File: src/rtl/divisor_norm_reg_pkg.sv
// Shared divider definitions: state encoding and default datapath width.
package divisor_norm_reg_pkg;

   localparam int unsigned DIV_WIDTH = 8;

   localparam logic [1:0] ST_IDLE = 2'd0;
   localparam logic [1:0] ST_NORM = 2'd1;
   localparam logic [1:0] ST_DONE = 2'd2;

   // 2'd3 is unused; the FSM decodes it as IDLE
   typedef enum logic [1:0] {
      S_IDLE    = ST_IDLE,
      S_NORM    = ST_NORM,
      S_DONE    = ST_DONE,
      S_ILLEGAL = 2'd3
   } norm_state_e;

endpackage

File: src/rtl/divisor_norm_reg.sv
// Divisor register: keeps the raw divisor, left-normalises a working copy one
// bit per cycle while counting shifts, and flags a zero divisor.
module divisor_norm_reg
   import divisor_norm_reg_pkg::*;
#(
   parameter int unsigned WIDTH = DIV_WIDTH,
   parameter int unsigned SHW   = $clog2(WIDTH)
) (
   input  logic             clk,
   input  logic             reset,
   input  logic             load,
   input  logic             clear,
   input  logic [WIDTH-1:0] din,
   output logic [WIDTH-1:0] raw_out,
   output logic [WIDTH-1:0] norm_out,
   output logic [SHW-1:0]   shift_cnt,
   output logic             busy,
   output logic             ready,
   output logic             div_zero
);

   norm_state_e      state, state_d;
   logic [WIDTH-1:0] raw_d;
   logic [WIDTH-1:0] norm_d;
   logic [SHW-1:0]   cnt_d;
   logic             zero_d;

   // State and datapath registers; busy/ready track the state being entered
   always_ff @(posedge clk or posedge reset) begin
      if (reset) begin
         state     <= S_IDLE;
         raw_out   <= '0;
         norm_out  <= '0;
         shift_cnt <= '0;
         div_zero  <= 1'b0;
         busy      <= 1'b0;
         ready     <= 1'b0;
      end else begin
         state     <= state_d;
         raw_out   <= raw_d;
         norm_out  <= norm_d;
         shift_cnt <= cnt_d;
         div_zero  <= zero_d;
         busy      <= (state_d == S_NORM);
         ready     <= (state_d == S_DONE);
      end
   end

   // Next state and datapath: clear beats load beats normal progress
   always_comb begin
      state_d = state;
      raw_d   = raw_out;
      norm_d  = norm_out;
      cnt_d   = shift_cnt;
      zero_d  = div_zero;
      if (clear) begin
         state_d = S_IDLE;
         raw_d   = '0;
         norm_d  = '0;
         cnt_d   = '0;
         zero_d  = 1'b0;
      end else if (load) begin
         raw_d   = din;
         norm_d  = din;
         cnt_d   = '0;
         zero_d  = (din == '0);
         // zero never enters NORM, which keeps the shift loop bounded
         state_d = ((din == '0) || din[WIDTH-1]) ? S_DONE : S_NORM;
      end else begin
         case (state)
            S_IDLE: state_d = S_IDLE;
            S_NORM: begin
               norm_d = {norm_out[WIDTH-2:0], 1'b0};
               cnt_d  = shift_cnt + SHW'(1);
               if (norm_out[WIDTH-2]) state_d = S_DONE;
            end
            S_DONE: state_d = S_DONE;
            default: state_d = S_IDLE;
         endcase
      end
   end

endmodule

File: config.mk
export PLATFORM = sky130hd
export DESIGN_NAME = divisor_norm_reg
export DESIGN_NICKNAME = d
export VERILOG_FILES = /design/src/rtl/divisor_norm_reg_pkg.sv /design/src/rtl/divisor_norm_reg.sv
export SDC_FILE = /design/constraint.sdc
export NUM_CORES = 1
export LEC_CHECK = 0
export BUFFER_PORTS_ARGS = -buffer_cell sky130_fd_sc_hd__buf_2
export CORE_ASPECT_RATIO = 0.7
export CORE_MARGIN = 1.5
export CORE_UTILIZATION = 25
export CTS_CLUSTER_DIAMETER = 40
export DETAILED_ROUTE_END_ITERATION = 10
export PLACE_DENSITY = 0.54
export SYNTH_ARGS = -nofsm -noshare
export SYNTH_HDL_FRONTEND = slang
export SYNTH_SLANG_ARGS = --single-unit
File: constraint.sdc
create_clock -name clk -period 2.2 [get_ports clk]
set_clock_uncertainty 0.15 [all_clocks]
set_input_delay 0.22 -clock clk [delete_from_list [all_inputs] [get_ports clk]]
set_output_delay 0.22 -clock clk [all_outputs]
set_load 0.01 [all_outputs]
==> results of run 1 <==
## worst min-delay path, stage by stage
cell and delay, ns:
buf_2 0.12, nand2_1 0.08, a21oi_1 0.07
## worst max path at each step
stage / slack (ns) / startpoint / to
after floorplan: 0.78 / state[1] / norm_out[5]
after global placement: 0.65 / state[1] / norm_out[3]
after detailed placement: 0.59 / state[1] / norm_out[4]
after CTS: 0.57 / state[1] / norm_out[4]
after global routing: 0.50 / state[1] / norm_out[1]
final: 0.56 / state[1] / norm_out[7]
## routing by layer
layer	part of all wire (%)	global-route usage [%]
met3	5.8	4.08
met5	0	0
met1	50	15.7
met2	43	17.6
met4	0.30	2.11
## synthesized netlist by cell type (2+ instances only)
cell type / instances / area [µm²]
inv_1: 5 / 18.8
dfrtp_1: 24 / 601
buf_2: 2 / 10.0
nand2_1: 9 / 33.8
nor4_4: 2 / 42.5
nor2_1: 9 / 33.8
a21oi_1: 11 / 55.1
nor3_1: 5 / 25.0
mux2i_1: 8 / 80.1
nor2b_1: 3 / 18.8
ha_1: 3 / 37.5
clkbuf_1: 2 / 7.51
o21a_1: 6 / 45.0
nand2b_1: 8 / 50.1
## logic make-up (layout without fill, tap and decap cells)
| group | after synthesis | in the layout | share of synthesized area, % |
|---|---|---|---|
| muxes | 8 | 8 | 6.79 |
| adders and majority gates | 3 | 3 | 3.18 |
| AOI/OAI and AO/OA | 22 | 22 | 12.6 |
| buffers and inverters | 11 | 45 | 4.67 |
| xor gates and xnor gates | 2 | 2 | 1.48 |
| and+or+nand+nor | 40 | 40 | 20.4 |
| DFF | 24 | 24 | 50.9 |
## flip-flops by register name (all words and copies together), names as in the netlist
register   count
norm_out       8
shift_cnt      3
state          2
busy           1
ready          1
raw_out        8
div_zero       1
## per-stage QoR
| stage | utilization [%] | hold slack, ns |
|---|---|---|
| after floorplan | - | 0.0846 |
| after global placement | 31.6 | 0.136 |
| after detailed placement | 31.6 | 0.138 |
| after CTS | 32.8 | 0.103 |
| after global routing | 32.8 | 0.123 |
| final | 32.8 | 0.114 |
## final cells by class
type	count	area, µm²	area share [%]
tap	55	68.8	4.74
clock buffer	3	41.3	2.84
timing repair buffer	37	198	13.6
sequential	24	601	41.4
inverter	5	18.8	1.29
multi-input combinational	75	524	36.1
## power by group
part	internal (mW)	switching [mW]	total (mW)
Clock	0.122	0.133	0.255
Sequential	0.461	0.0143	0.475
Combinational	0.0561	0.0780	0.134
Total	0.639	0.225	0.864
## repair_timing
item	CTS	global route
hold buffers	1	0
setup endpoints to repair	0	0
buffers inserted	0	0
hold endpoints to repair	24	0
==> impl_metrics.csv, run 1 <==
group,metric,value,unit
critical_path,cp.depth,6,
critical_path,endpoint_kind,"register",
floorplanning,die_w,85.1,µm
place,dp.cells,195,
critical_path,path_class,"register to register",
global_route,overflow,0,
critical_path,crit_path_max_fanout,10,
finish,fillCellCount,450,
critical_path,reg2reg_slack,0.56,ns
synth,synth_area_per_cell,10.7,µm²
clock_tree,worstSkewPairLatency,0.26,ns
sta,fmax,0.609,GHz
drt,ant_nets,0,
clock_tree,cts_made_buffers,3,
synth,async_flop_share,100,%
global_route,grt_pass1_wl,4440,µm
finish,finalInstanceArea,1450,µm²
drt,drt_first_iter_violations,52,
critical_path,slowest_delay,0.41,ns
sta,maxSlewViolCount,0,
drt,vias_per_cell,4.50,
drt,first_pass_iters,7,
clock_tree,clk_path_buf_depth,2,
sta,finalHoldViolations,0,
global_route,antenna_found_initial,0,
hold_path,min_path_cells,3,
hold_path,min_from,"din[5]",
sta,fin_ws,0.558,ns
critical_path,r2r_cells,6,
drt,wire_per_inst,13.6,µm
floorplanning,fp.coreArea,4430,µm²
place,post-place-ws,0.592,ns
synth,synth_fp_nets,125,
floorplanning,rows,20,
finish,areaGrowthSynthToFinish,23.0,%
run,cap_violations,0,
power,p_leak,0.697,nW
critical_path,startpoint_type,"register",
synth,syn_area,1180,µm²
critical_path,cp.required,2.18,ns
place,gp_congestion,0.794,
power,irDropWorstVdd,0.308,mV
clock_tree,cts.sinks,24,
critical_path,cp_slowest_cell,"dfrtp_1",
finish,layout_common_cells,"buf_2, dfrtp_1, a21oi_1",
outcome,status,"finished with violations",
outcome,violations,"DRC",
synth,synthCells,110,
critical_path,r2r-start,"state[1]",
hold_path,hold_class,"input port to register",
global_route,grt_pass1_vias,890,
clock_tree,clockRootBuffer,"clkbuf_8",
floorplanning,initial_core_util,26.6,%
finish,nNetsFinal,161,
sta,rsz0062_at_grt,"false",
finish,final_common_cell,"buf_2",
drt,dr_total_vias,896,
sta,slew_headroom,69.6,%
synth,yosysWarnings,0,
place,port_buffers,33,
critical_path,critPathTopFamily,"flip-flops",
drt,remaining_drc_errors,2,
critical_path,path_buf_inv,2,
critical_path,crit_arrival,1.62,ns
finish,instances_no_fill,199,
power,power.total,864,µW
synth,synth_enable_flop_cells,0,
finish,diodes,0,
place,postPlaceCellArea,1400,µm²
sta,period_share,74.6,%
synth,ys_types,27,
clock_tree,cts_tree,"done",
sta,final.min_clock_period,1.64,ns
critical_path,crit_chain,"inv_1 > ha_1 > buf_4 > nor2b_1 > a211oi_1 > nor3_1",
critical_path,rr_endpoint,"norm_out[7]",
floorplanning,die_h,60.5,µm
global_route,gr-usage-all-layers,11.4,%
synth,synthFlopType,"dfrtp_1",
hold_path,whs_endpoint,"raw_out[5]",
clock_tree,clkTransAtPathRegs,0.08,ns
sta,tns,0,ns
clock_tree,cts_max_level,1,
place,dp_hpwl,2000,µm
clock_tree,cts_resized,0,
sta,setup_viol,0,
floorplanning,fp.dieArea,5150,µm²
synth,synth_seq_cells,24,
floorplanning,io_pins,34,
sta,worstMarginPinSlew,0.456,ns
finish,drive_above_1_share,31.9,%
drt,routed_wirelength,2710,µm
synth,ys_seq_area_share,50.9,%
global_route,grt_max_degree,25,
power,power.density,595,nW/µm²
No activity file was read; power rests on OpenSTA's default activity.
==> run 2, diff against run 1 <==
Clock period 2.2 ns to 1.6 ns, I/O delays scaled along.
==> run 2 against run 1 <==
Net effect: the run still ends with DRC left; highest routed layer unchanged; worst hold slack lost 0.070 ns; sequential share of layout area shrank 0.53 points; worst setup slack got worse by 0.46 ns; cell count increased by 1.0%; wire length decreased by 0.30%; via count grew 1.5%; combinational power increased by 40%.
==> impl_metrics.csv, run 2 (same netlist as run 1, synthesis figures left out) <==
group,metric,value,unit
clock_tree,clockRootBuffer,"clkbuf_8",
clock_tree,cts_setup_buffers,0,
sta,tns,0,ns
drt,vias_per_cell,4.52,
sta,slew_headroom,69.8,%
place,dp.cells,197,
drt,drt_first_iter_violations,30,
finish,diodes,0,
global_route,grt_pass1_vias,887,
finish,multi_input_area,524,µm²
power,p_leak,0.708,nW
sta,period_share,94.1,%
floorplanning,rows,20,
finish,fillCellCount,458,
global_route,grt_pass1_wl,4450,µm
global_route,antenna_found_initial,0,
power,irDropWorstVdd,0.372,mV
sta,fin_ws,0.0941,ns
run,cap_violations,0,
drt,dr_total_vias,909,
critical_path,startpoint,"state[1]",
floorplanning,initial_core_util,26.6,%
sta,worstMarginPinSlew,0.453,ns
clock_tree,worstSkewPairLatency,0.26,ns
sta,maxSlewViolCount,0,
finish,nNetsFinal,163,
drt,routed_wirelength,2700,µm
finish,instances_no_fill,201,
place,gp_congestion,0.780,
global_route,grt_max_degree,25,
global_route,gr-usage-all-layers,11.3,%
power,power.density,811,nW/µm²
clock_tree,cts.sinks,24,
clock_tree,clk_path_buf_depth,2,
clock_tree,cts_tree,"done",
drt,ant_nets,0,
critical_path,startpoint_type,"register",
outcome,violations,"DRC",
global_route,overflow,0,
sta,finalHoldViolations,0,
clock_tree,cts_max_level,1,
sta,final.min_clock_period,1.51,ns
finish,layout_common_cells,"buf_2, dfrtp_1, a21oi_1",
place,dp_hpwl,2030,µm
floorplanning,fp.coreArea,4430,µm²
outcome,status,"finished with violations",
critical_path,crit_path_max_fanout,5,
sta,rsz0062_at_grt,"false",
hold_path,min_from,"din[4]",
sta,setup_viol,0,
floorplanning,die_h,60.5,µm
critical_path,endpoint_kind,"register",
floorplanning,io_pins,34,
finish,final_common_cell,"buf_2",
critical_path,r2r-start,"state[1]",
drt,remaining_drc_errors,2,
finish,seq_area,601,µm²
clock_tree,clkTransAtPathRegs,0.08,ns
floorplanning,fp.dieArea,5150,µm²
clock_tree,cts_made_buffers,3,
critical_path,path_class,"register to register",
drt,first_pass_iters,7,
place,post-place-ws,0.109,ns
finish,reg.largest.list,"norm_out: 8 flops, raw_out: 8 flops, shift_cnt: 3 flops",
finish,drive_above_1_share,32.9,%
finish,areaGrowthSynthToFinish,24.6,%
place,port_buffers,33,
finish,finish.utilization,33.2,%
drt,wire_per_inst,13.4,µm
power,power.total,1.19,mW
hold_path,hold_class,"input port to register",
critical_path,cp.required,1.58,ns
critical_path,crit_arrival,1.49,ns
sta,fmax,0.664,GHz
floorplanning,die_w,85.1,µm
-- run 2: cell count changes in the layout (fill, tap and decap cells not counted), sizes merged --
cell  before  now
buf       36   38
-- run 2: through the flow --
| step | hold WS [ns] | cell area [µm²] |
|---|---|---|
| 5_1_grt | 0.0404 | 1470 |
| 6_report | 0.0443 | 1470 |
| 2_1_floorplan | 0.0246 | 1180 |
| 3_3_place_gp | 0.0747 | 1420 |
| 3_5_place_dp | 0.0817 | 1420 |
| 4_1_cts | 0.0386 | 1470 |
-- run 2: path summary, 6_finish.rpt --
kind	to	slack, ns	cells past startpoint
hold reg to reg	raw_out[7]	0.37	2
setup reg to reg	norm_out[4]	0.09	6
setup / recovery	norm_out[4]	0.09	6
max in group asynchronous	raw_out[6]	0.72	4
hold / removal	raw_out[4]	0.04	3
min in group asynchronous	busy	0.33	4
-- run 2: critical path, stage by stage, from the launching register on --
cell,delay [ns]
dfrtp_1,0.42
inv_1,0.07
ha_1,0.21
buf_4,0.18
mux2i_1,0.19
o21a_1,0.12
nor2_1,0.04
-- run 2: area by class of cell --
cell class                      count  area share [%]
Multi-Input combinational cell     75            35.7
Tap cell                           55            4.68
Clock buffer                        3            2.81
Inverter                            5            1.28
Timing Repair Buffer               39            14.7
Sequential cell                    24            40.9
-- run 2: timing repair --
action,in CTS,in global routing
endpoints found under the setup margin,0,1
resized for setup,0,1
hold endpoints to repair,24,0
hold buffers,1,0
-- run 2: where the power goes --
group	leakage [nW]	internal [mW]	switching, mW
logic	0.364	0.0806	0.107
registers	0.322	0.634	0.0194
clock network	0.0216	0.168	0.183
-- run 2: layer usage --
| layer | vias to the layer above | wire, µm | part of all wire [%] | track usage (%) |
|---|---|---|---|---|
| met5 | - | 0 | 0 | 0 |
| met1 | 435 | 1410 | 52 | 16.2 |
| met2 | 23 | 1140 | 42 | 16.8 |
| li1 | 449 | - | - | - |
| met4 | 0 | 8 | 0.30 | 2.11 |
| met3 | 2 | 144 | 5.3 | 3.81 |
